$ cat config.mk
export PLATFORM = sky130hd
export DESIGN_NAME = uram_fetch_ctrl_flat
export DESIGN_NICKNAME = d
export VERILOG_FILES = /design/src/rtl/gat_mem_pkg.sv /design/src/rtl/uram_fetch_ctrl_if.sv /design/src/rtl/uram_fetch_ctrl_fifo.sv /design/src/rtl/uram_fetch_ctrl.sv /design/src/flat_wrapper.sv
export SDC_FILE = /design/constraint.sdc
export NUM_CORES = 1
export LEC_CHECK = 0
export BUFFER_PORTS_ARGS = -buffer_cell sky130_fd_sc_hd__buf_4
export CORE_MARGIN = 2
export CORE_UTILIZATION = 53
export CTS_BUF_LIST = sky130_fd_sc_hd__clkbuf_2 sky130_fd_sc_hd__clkbuf_4 sky130_fd_sc_hd__clkbuf_8
export CTS_CLUSTER_SIZE = 25
export DETAILED_ROUTE_END_ITERATION = 16
export PLACE_DENSITY = 0.87
export SKIP_LAST_GASP = 1
export SLEW_MARGIN = 5
export SYNTH_ARGS = -nofsm -noshare
export SYNTH_HDL_FRONTEND = slang
export SYNTH_SLANG_ARGS = --single-unit
$ cat constraint.sdc
create_clock -name clk -period 3.5 [get_ports clk]
set_input_delay 0.175 -clock clk [delete_from_list [all_inputs] [get_ports clk]]
set_output_delay 0.175 -clock clk [all_outputs]
set_load 0.02 [all_outputs]
$ cat src/rtl/gat_mem_pkg.sv
// Shared URAM constants and fetch controller state encoding.
package gat_mem_pkg;

   localparam int URAM_DATA_WIDTH = 19;
   localparam int URAM_DEPTH      = 242101;

   typedef enum logic [1:0] {
      IDLE  = 2'd0,
      FETCH = 2'd1,
      DRAIN = 2'd2
   } fetch_state_e;

endpackage

$ cat src/rtl/uram_fetch_ctrl_if.sv
// Command, URAM read port and output stream bundle for the fetch controller.
interface uram_fetch_ctrl_if
   import gat_mem_pkg::*;
#(
   parameter int DATA_WIDTH = URAM_DATA_WIDTH,
   parameter int DEPTH      = URAM_DEPTH
);
   localparam int DATA_ADDR_W = $clog2(DEPTH);
   localparam int LEN_W       = DATA_ADDR_W + 1;

   logic                   start;
   logic [DATA_ADDR_W-1:0] base_addr;
   logic [LEN_W-1:0]       len;
   logic                   busy;
   logic                   done;
   logic [DATA_ADDR_W-1:0] addrb;
   logic [DATA_WIDTH-1:0]  rd_data;
   logic [DATA_WIDTH-1:0]  out_data;
   logic                   out_valid;
   logic                   out_ready;
   logic                   out_last;

   // Command source, URAM model and stream sink side
   modport master (
      output start, base_addr, len, rd_data, out_ready,
      input  busy, done, addrb, out_data, out_valid, out_last
   );

   // Controller side
   modport slave (
      input  start, base_addr, len, rd_data, out_ready,
      output busy, done, addrb, out_data, out_valid, out_last
   );

endinterface

$ cat src/rtl/uram_fetch_ctrl_fifo.sv
// Small synchronous FIFO with occupancy count; push and pop in the same
// cycle are both honoured. Output is forced to zero while empty.
module fetch_fifo #(
   parameter int WIDTH = 20,
   parameter int DEPTH = 4,
   parameter int CNT_W = $clog2(DEPTH + 1)
) (
   input  logic             clk,
   input  logic             rst,
   input  logic             i_push,
   input  logic [WIDTH-1:0] i_din,
   input  logic             i_pop,
   output logic [WIDTH-1:0] o_dout,
   output logic             o_empty,
   output logic             o_full,
   output logic [CNT_W-1:0] o_count
);
   localparam int PTR_W = (DEPTH > 1) ? $clog2(DEPTH) : 1;

   logic [WIDTH-1:0] r_mem [DEPTH];
   logic [PTR_W-1:0] r_wr_ptr;
   logic [PTR_W-1:0] r_rd_ptr;
   logic [CNT_W-1:0] r_count;
   logic             w_rd;
   logic             w_wr;

   function automatic logic [PTR_W-1:0] ptr_inc(input logic [PTR_W-1:0] p);
      return (p == PTR_W'(DEPTH - 1)) ? '0 : p + 1'b1;
   endfunction

   assign o_empty = (r_count == '0);
   assign o_full  = (r_count == CNT_W'(DEPTH));
   assign w_rd    = i_pop & ~o_empty;
   assign w_wr    = i_push & (~o_full | w_rd);
   assign o_dout  = o_empty ? '0 : r_mem[r_rd_ptr];
   assign o_count = r_count;

   // Storage write; contents need no reset since reads are gated by count
   always_ff @(posedge clk) begin
      if (w_wr) r_mem[r_wr_ptr] <= i_din;
   end

   // Pointer and occupancy tracking
   always_ff @(posedge clk or posedge rst) begin
      if (rst) begin
         r_wr_ptr <= '0;
         r_rd_ptr <= '0;
         r_count  <= '0;
      end else begin
         if (w_wr) r_wr_ptr <= ptr_inc(r_wr_ptr);
         if (w_rd) r_rd_ptr <= ptr_inc(r_rd_ptr);
         case ({w_wr, w_rd})
            2'b10:   r_count <= r_count + 1'b1;
            2'b01:   r_count <= r_count - 1'b1;
            default: r_count <= r_count;
         endcase
      end
   end

   a_no_overflow: assert property (@(posedge clk) disable iff (rst) !(i_push && o_full));

endmodule

$ cat src/rtl/uram_fetch_ctrl.sv
// URAM read-side fetch controller: turns a (base, len) command into
// sequential reads, tracks read latency with a tag pipe and streams the
// returned words through a credit-protected skid FIFO.
module uram_fetch_ctrl
   import gat_mem_pkg::*;
#(
   parameter int DATA_WIDTH  = URAM_DATA_WIDTH,
   parameter int DEPTH       = URAM_DEPTH,
   parameter int DATA_ADDR_W = $clog2(DEPTH),
   parameter int LEN_W       = DATA_ADDR_W + 1,
   parameter int RD_LATENCY  = 1,
   parameter int FIFO_DEPTH  = 4
) (
   input  logic clk,
   input  logic rst,
   uram_fetch_ctrl_if.slave bus
);
   localparam int CNT_W = $clog2(FIFO_DEPTH + 1);

   if (RD_LATENCY < 1 || RD_LATENCY > 3) begin : g_bad_latency
      $error("uram_fetch_ctrl: RD_LATENCY must be 1, 2 or 3");
   end
   if (FIFO_DEPTH < RD_LATENCY + 1) begin : g_bad_fifo_depth
      $error("uram_fetch_ctrl: FIFO_DEPTH must be at least RD_LATENCY+1");
   end

   fetch_state_e           r_state;
   fetch_state_e           w_state_nxt;
   logic [DATA_ADDR_W-1:0] r_addr;
   logic [DATA_ADDR_W-1:0] r_addrb;
   logic [LEN_W-1:0]       r_remain;
   logic                   r_done;
   // vld_pipe[0] travels with addrb; vld_pipe[RD_LATENCY] lines up with rd_data
   logic [RD_LATENCY:0]    r_vld_pipe;
   logic [RD_LATENCY:0]    r_last_pipe;

   logic                   w_issue;
   logic                   w_tag_last;
   logic [DATA_ADDR_W-1:0] w_issue_addr;
   logic                   w_done_nxt;
   logic                   w_credit_ok;
   logic                   w_pop;
   logic                   w_empty;
   logic                   w_full;
   logic [CNT_W-1:0]       w_fifo_cnt;
   logic [DATA_WIDTH:0]    w_head;
   int                     w_inflight;

   function automatic logic [DATA_ADDR_W-1:0] addr_inc(input logic [DATA_ADDR_W-1:0] a);
      return (a == DATA_ADDR_W'(DEPTH - 1)) ? '0 : a + 1'b1;
   endfunction

   assign w_pop = ~w_empty & bus.out_ready;

   // Credit: everything issued and not yet popped must fit in the FIFO
   always_comb begin
      w_inflight = 0;
      for (int i = 0; i <= RD_LATENCY; i++) w_inflight = w_inflight + int'(r_vld_pipe[i]);
      w_credit_ok = (int'(w_fifo_cnt) + w_inflight - int'(w_pop)) < FIFO_DEPTH;
   end

   // State register
   always_ff @(posedge clk or posedge rst) begin
      if (rst) r_state <= IDLE;
      else     r_state <= w_state_nxt;
   end

   // Next state, issue decision and done generation
   always_comb begin
      w_state_nxt  = r_state;
      w_issue      = 1'b0;
      w_tag_last   = 1'b0;
      w_issue_addr = r_addr;
      w_done_nxt   = 1'b0;
      case (r_state)
         IDLE: begin
            if (bus.start) begin
               if (bus.len == '0) begin
                  w_done_nxt = 1'b1;
               end else begin
                  // First read goes out on the accept edge; pipe is empty here
                  w_issue      = 1'b1;
                  w_issue_addr = bus.base_addr;
                  w_tag_last   = (bus.len == LEN_W'(1));
                  w_state_nxt  = w_tag_last ? DRAIN : FETCH;
               end
            end
         end
         FETCH: begin
            if (w_credit_ok) begin
               w_issue    = 1'b1;
               w_tag_last = (r_remain == LEN_W'(1));
               if (w_tag_last) w_state_nxt = DRAIN;
            end
         end
         DRAIN: begin
            if (w_pop && w_head[DATA_WIDTH]) begin
               w_state_nxt = IDLE;
               w_done_nxt  = 1'b1;
            end
         end
         default: w_state_nxt = IDLE;
      endcase
   end

   // Address sequencing, remaining count, tag pipe and done pulse
   always_ff @(posedge clk or posedge rst) begin
      if (rst) begin
         r_addr      <= '0;
         r_addrb     <= '0;
         r_remain    <= '0;
         r_done      <= 1'b0;
         r_vld_pipe  <= '0;
         r_last_pipe <= '0;
      end else begin
         r_done      <= w_done_nxt;
         r_vld_pipe  <= {r_vld_pipe[RD_LATENCY-1:0], w_issue};
         r_last_pipe <= {r_last_pipe[RD_LATENCY-1:0], w_issue & w_tag_last};
         if (w_issue) begin
            r_addrb  <= w_issue_addr;
            r_addr   <= addr_inc(w_issue_addr);
            r_remain <= (r_state == IDLE) ? bus.len - LEN_W'(1) : r_remain - LEN_W'(1);
         end
      end
   end

   fetch_fifo #(
      .WIDTH (DATA_WIDTH + 1),
      .DEPTH (FIFO_DEPTH),
      .CNT_W (CNT_W)
   ) u_fifo (
      .clk     (clk),
      .rst     (rst),
      .i_push  (r_vld_pipe[RD_LATENCY]),
      .i_din   ({r_last_pipe[RD_LATENCY], bus.rd_data}),
      .i_pop   (w_pop),
      .o_dout  (w_head),
      .o_empty (w_empty),
      .o_full  (w_full),
      .o_count (w_fifo_cnt)
   );

   assign bus.busy      = (r_state != IDLE);
   assign bus.done      = r_done;
   assign bus.addrb     = r_addrb;
   assign bus.out_valid = ~w_empty;
   assign bus.out_data  = w_head[DATA_WIDTH-1:0];
   assign bus.out_last  = w_head[DATA_WIDTH];

   a_fifo_bound: assert property (@(posedge clk) disable iff (rst)
      (int'(w_fifo_cnt) <= FIFO_DEPTH) && !(w_full && r_vld_pipe[RD_LATENCY]));

endmodule
$ cat src/flat_wrapper.sv
// flat-port wrapper written by rule: the top's interface ports become plain ports
module uram_fetch_ctrl_flat import gat_mem_pkg::*;
#(
   parameter int DATA_WIDTH  = URAM_DATA_WIDTH,
   parameter int DEPTH       = URAM_DEPTH,
   parameter int DATA_ADDR_W = $clog2(DEPTH),
   parameter int LEN_W       = DATA_ADDR_W + 1,
   parameter int RD_LATENCY  = 1,
   parameter int FIFO_DEPTH  = 4
)
  (clk, rst, bus_start, bus_base_addr, bus_len, bus_rd_data, bus_out_ready, bus_busy, bus_done, bus_addrb, bus_out_data, bus_out_valid, bus_out_last);
  uram_fetch_ctrl_if #(.DATA_WIDTH(DATA_WIDTH), .DEPTH(DEPTH)) bus_i ();
  input  logic clk;
  input  logic rst;
  input wire logic [$bits(bus_i.start)-1:0] bus_start;
  input wire logic [$bits(bus_i.base_addr)-1:0] bus_base_addr;
  input wire logic [$bits(bus_i.len)-1:0] bus_len;
  input wire logic [$bits(bus_i.rd_data)-1:0] bus_rd_data;
  input wire logic [$bits(bus_i.out_ready)-1:0] bus_out_ready;
  output wire logic [$bits(bus_i.busy)-1:0] bus_busy;
  output wire logic [$bits(bus_i.done)-1:0] bus_done;
  output wire logic [$bits(bus_i.addrb)-1:0] bus_addrb;
  output wire logic [$bits(bus_i.out_data)-1:0] bus_out_data;
  output wire logic [$bits(bus_i.out_valid)-1:0] bus_out_valid;
  output wire logic [$bits(bus_i.out_last)-1:0] bus_out_last;
  assign bus_i.start = bus_start;
  assign bus_i.base_addr = bus_base_addr;
  assign bus_i.len = bus_len;
  assign bus_i.rd_data = bus_rd_data;
  assign bus_i.out_ready = bus_out_ready;
  assign bus_busy = bus_i.busy;
  assign bus_done = bus_i.done;
  assign bus_addrb = bus_i.addrb;
  assign bus_out_data = bus_i.out_data;
  assign bus_out_valid = bus_i.out_valid;
  assign bus_out_last = bus_i.out_last;
  uram_fetch_ctrl #(.DATA_WIDTH(DATA_WIDTH), .DEPTH(DEPTH), .DATA_ADDR_W(DATA_ADDR_W), .LEN_W(LEN_W), .RD_LATENCY(RD_LATENCY), .FIFO_DEPTH(FIFO_DEPTH)) u_core (.clk(clk), .rst(rst), .bus(bus_i));
endmodule
==> metrics.md <==
| Metric | Value |
|---|---|
| Status | finished, final reports clean |
| Cell variety after synth | 68 |
| Dpl cell area | 0.008730 mm2 |
| Crit path max fanout | 24 |
| Hold_sp | bus_base_addr[12] |
| Layout fillers | 1087 |
| Largest net degree at the start of global routing | 42 |
| Max clock buf depth | 2 |
| Die width | 125.1 um |
| Cell area after layout | 0.009485 mm2 |
| Post-layout min period | 3.348 ns |
| Syn Area/Cell | 10.93 um2 |
| DR vias | 6176 |
| CTS tree | built |
| Max-cap viol count | 0 |
| CP endpoint kind | flip-flop |
| Setup Skew | 0.01040 ns |
| Final HPWL DP | 12480 um |
| Static Leakage | 3.731 nW |
| Hold Crit Endpoint | u_core.bus.addrb[12] |
| Syn. warnings | 0 |
| First-pass GRT wire length | 29950 um |
| Port Buffer Count | 100 |
| R2R Path End | u_core.r_addr[6] |
| Core Rows | 44 |
| Starting Density | 0.5386 |
| Worst hold stages | 3 |
| Drt initial violations | 638 |
| Commonest non-fill, non-tap cell in the layout | buf_4 |
| Antenna-violating nets left | 0 |
| Root Buffer | clkbuf_8 |
| Max Slew Vio Count | 0 |
| Vias per cell | 5.944 |
| Critical path launch point type | flip-flop |
| Setup Viol. Count Final | 0 |
| Top cells by area, synth | edfxtp_1 (31%), dfrtp_1 (22%), mux4_2 (5.8%) |
| Most frequent cells in the layout | buf_4 (119), nand2_1 (86), edfxtp_1 (80) |
| Routed len/inst | 17.69 um |
| Inst Count DP | 977 |
| Drt pass-1 iters | 5 |
| Reg2reg setup slack | 0.15 ns |
| Area share of the largest cell type after synthesis | 0.3092 |
| VDD IR-drop max | 0.5313 mV |
| Seq cells post-synth | 149 |
| Pwr/cell area | 876.0 mW/mm2 |
| Synth area leader | edfxtp_1 |
| Layout net count | 921 |
| Htree depth | 4 |
| Worst slew margin | 0.3176 |
| GP Congestion | 0.9265 |
| Layout cells sized above 1 | 0.2363 |
| Vias in the first global route | 6013 |
| EDFF count, synth | 80 |
| Initial antenna violation count | 0 |
| Mapped Cells | 711 |
| Routed wire length | 18380 um |
| TNS Setup | 0 ns |
| Worst reg-to-reg path cell count | 17 |
| All-Layer GR Usage | 0.2361 |
| Top_reg_cell synth | edfxtp_1 |
| Netlist Area Pre-Place | 0.007769 mm2 |
| IO Pins | 101 |
| Clock Latency Late Sink | 0.45 ns |
| WP data arrival | 3.69 ns |
| CTS Buf Count | 17 |
| Fin cells | 1039 |
| Die Y | 125.1 um |
| Antenna diode count | 0 |
| Worst Tran Pin Value | 1.024 ns |
| Die area | 0.01564 mm2 |
| Seq/Total Area, Yosys | 0.5315 |
| DRC viols | 0 |
| GRT overflow | 0 |
| Tcrit/Tclk final | 0.9566 |
| Core ar. | 0.01442 mm2 |
| RSZ-0062 raised after global routing | yes |
| Critical R2R Launch | u_core.u_fifo.o_count[0] |
| Post-synthesis async set-or-reset flop share | 0.4631 |
| Clock Sinks | 149 |
| Area Overhead vs Synth | 22.10% |
| FMAX | 298.7 MHz |
| Hold Vio Cnt, Final | 0 |
| Syn_nets | 790 |
| Crit Path Category | reg2reg |
| Clock transition at the registers of the reported paths | 0.09 ns |
| CP required | 3.84 ns |
| Worst min path class | in2reg |
[final cells by class]
| class | instances | area, um2 | share of cell area |
|---|---|---|---|
| sequential | 149 | 4129 | 0.4353 |
| multi-input combinational | 501 | 3423 | 0.3609 |
| timing repair buffer | 146 | 1161 | 0.1224 |
| clock buffer | 17 | 234.0 | 0.02467 |
| tap | 184 | 230.2 | 0.02427 |
| clock inverter | 15 | 203.9 | 0.02150 |
| inverter | 27 | 103.9 | 0.01095 |
[repair_timing]
item	CTS	global route
resized for setup	0	10
hold buffers	24	0
setup buffers	0	4
endpoints found under the hold margin	100	0
endpoints found under the setup margin	0	55
[worst max-delay path: stages, from the launching register on]
cell and delay [ns]:
dfrtp_1 0.40, inv_1 0.14, nand3_1 0.13, nand2_2 0.14
inv_1 0.06, ha_1 0.19, inv_1 0.05, ha_1 0.21
and3b_1 0.17, o21ai_1 0.14, nor2b_1 0.16, ha_1 0.25
o211ai_1 0.27, a31oi_2 0.11, buf_6 0.22, o211ai_1 0.20
o21ai_0 0.14, a221oi_1 0.26
[worst max-delay path by stage]
stage / start / endpoint / slack, ns / cells after the start
floorplan: u_core.u_fifo.o_count[2] / u_core.bus.addrb[16] / 0.06 / 17
global placement: u_core.u_fifo.o_count[2] / u_core.r_addr[12] / 0.15 / 17
detailed placement: u_core.u_fifo.o_count[2] / u_core.r_remain[10] / 0.07 / 17
CTS: u_core.u_fifo.o_count[2] / u_core.r_addr[12] / 0.05 / 17
global route: u_core.u_fifo.o_count[0] / u_core.r_addr[6] / -0.08 / 17
finish: u_core.u_fifo.o_count[0] / u_core.r_addr[6] / 0.15 / 17
[cell usage after synthesis (all sizes together), types with 18 or more instances]
library cell	count
nor3	26
a31oi	21
xnor2	20
dfrtp	69
nand3	22
ha	18
a21oi	41
mux4	20
and2	26
edfxtp	80
clkbuf	22
nor2	53
nand2	87
o21ai	35
inv	27
[state kept, by name, indices dropped and copies added (netlist names), 3 cells and up]
name	cells
u_core.u_fifo.r_mem	80
u_core.r_remain	19
u_core.bus.addrb	18
u_core.r_addr	18
u_core.u_fifo.o_count	3
[routing by layer]
layer | vias up | global-route usage | routed length, um
met5 | - | 0 | 0
met4 | 0 | 0.09150 | 555
met3 | 60 | 0.04792 | 1208
met2 | 285 | 0.3804 | 8954
met1 | 2953 | 0.3184 | 7660
li1 | 2878 | - | -
[metrics by stage]
stage / setup slack (ns) / util / total power [mW] / hold slack [ns]
final: 0.1520 / 0.6576 / 8.309 / 0.03126
after global routing: -0.08359 / 0.6576 / 8.858 / 0.03488
after CTS: 0.05394 / 0.6522 / 8.131 / 0.01049
after detailed placement: 0.07273 / 0.6052 / 6.660 / 0.2356
after global placement: 0.1534 / 0.6052 / 6.508 / 0.2213
after floorplan: 0.06245 / - / 5.438 / 0.2701
[power by group]
group	leakage (nW)	switching, mW	internal, mW
sequential	1.54	0.535	2.42
clock	0.210	0.659	0.780
combinational	1.98	2.19	1.73
[cells by family (layout without fill, tap and decap cells)]
family,after synthesis,after routing,synth area share
muxes,33,33,0.07795
xor gates and xnor gates,34,34,0.03833
adders and majority gates,19,19,0.03157
buffers and inverters,62,205,0.03205
AOI/OAI and AO/OA,140,141,0.1118
and+or+nand+nor,274,274,0.1768
DFF,149,149,0.5315
(Power assumes the default switching activity.)
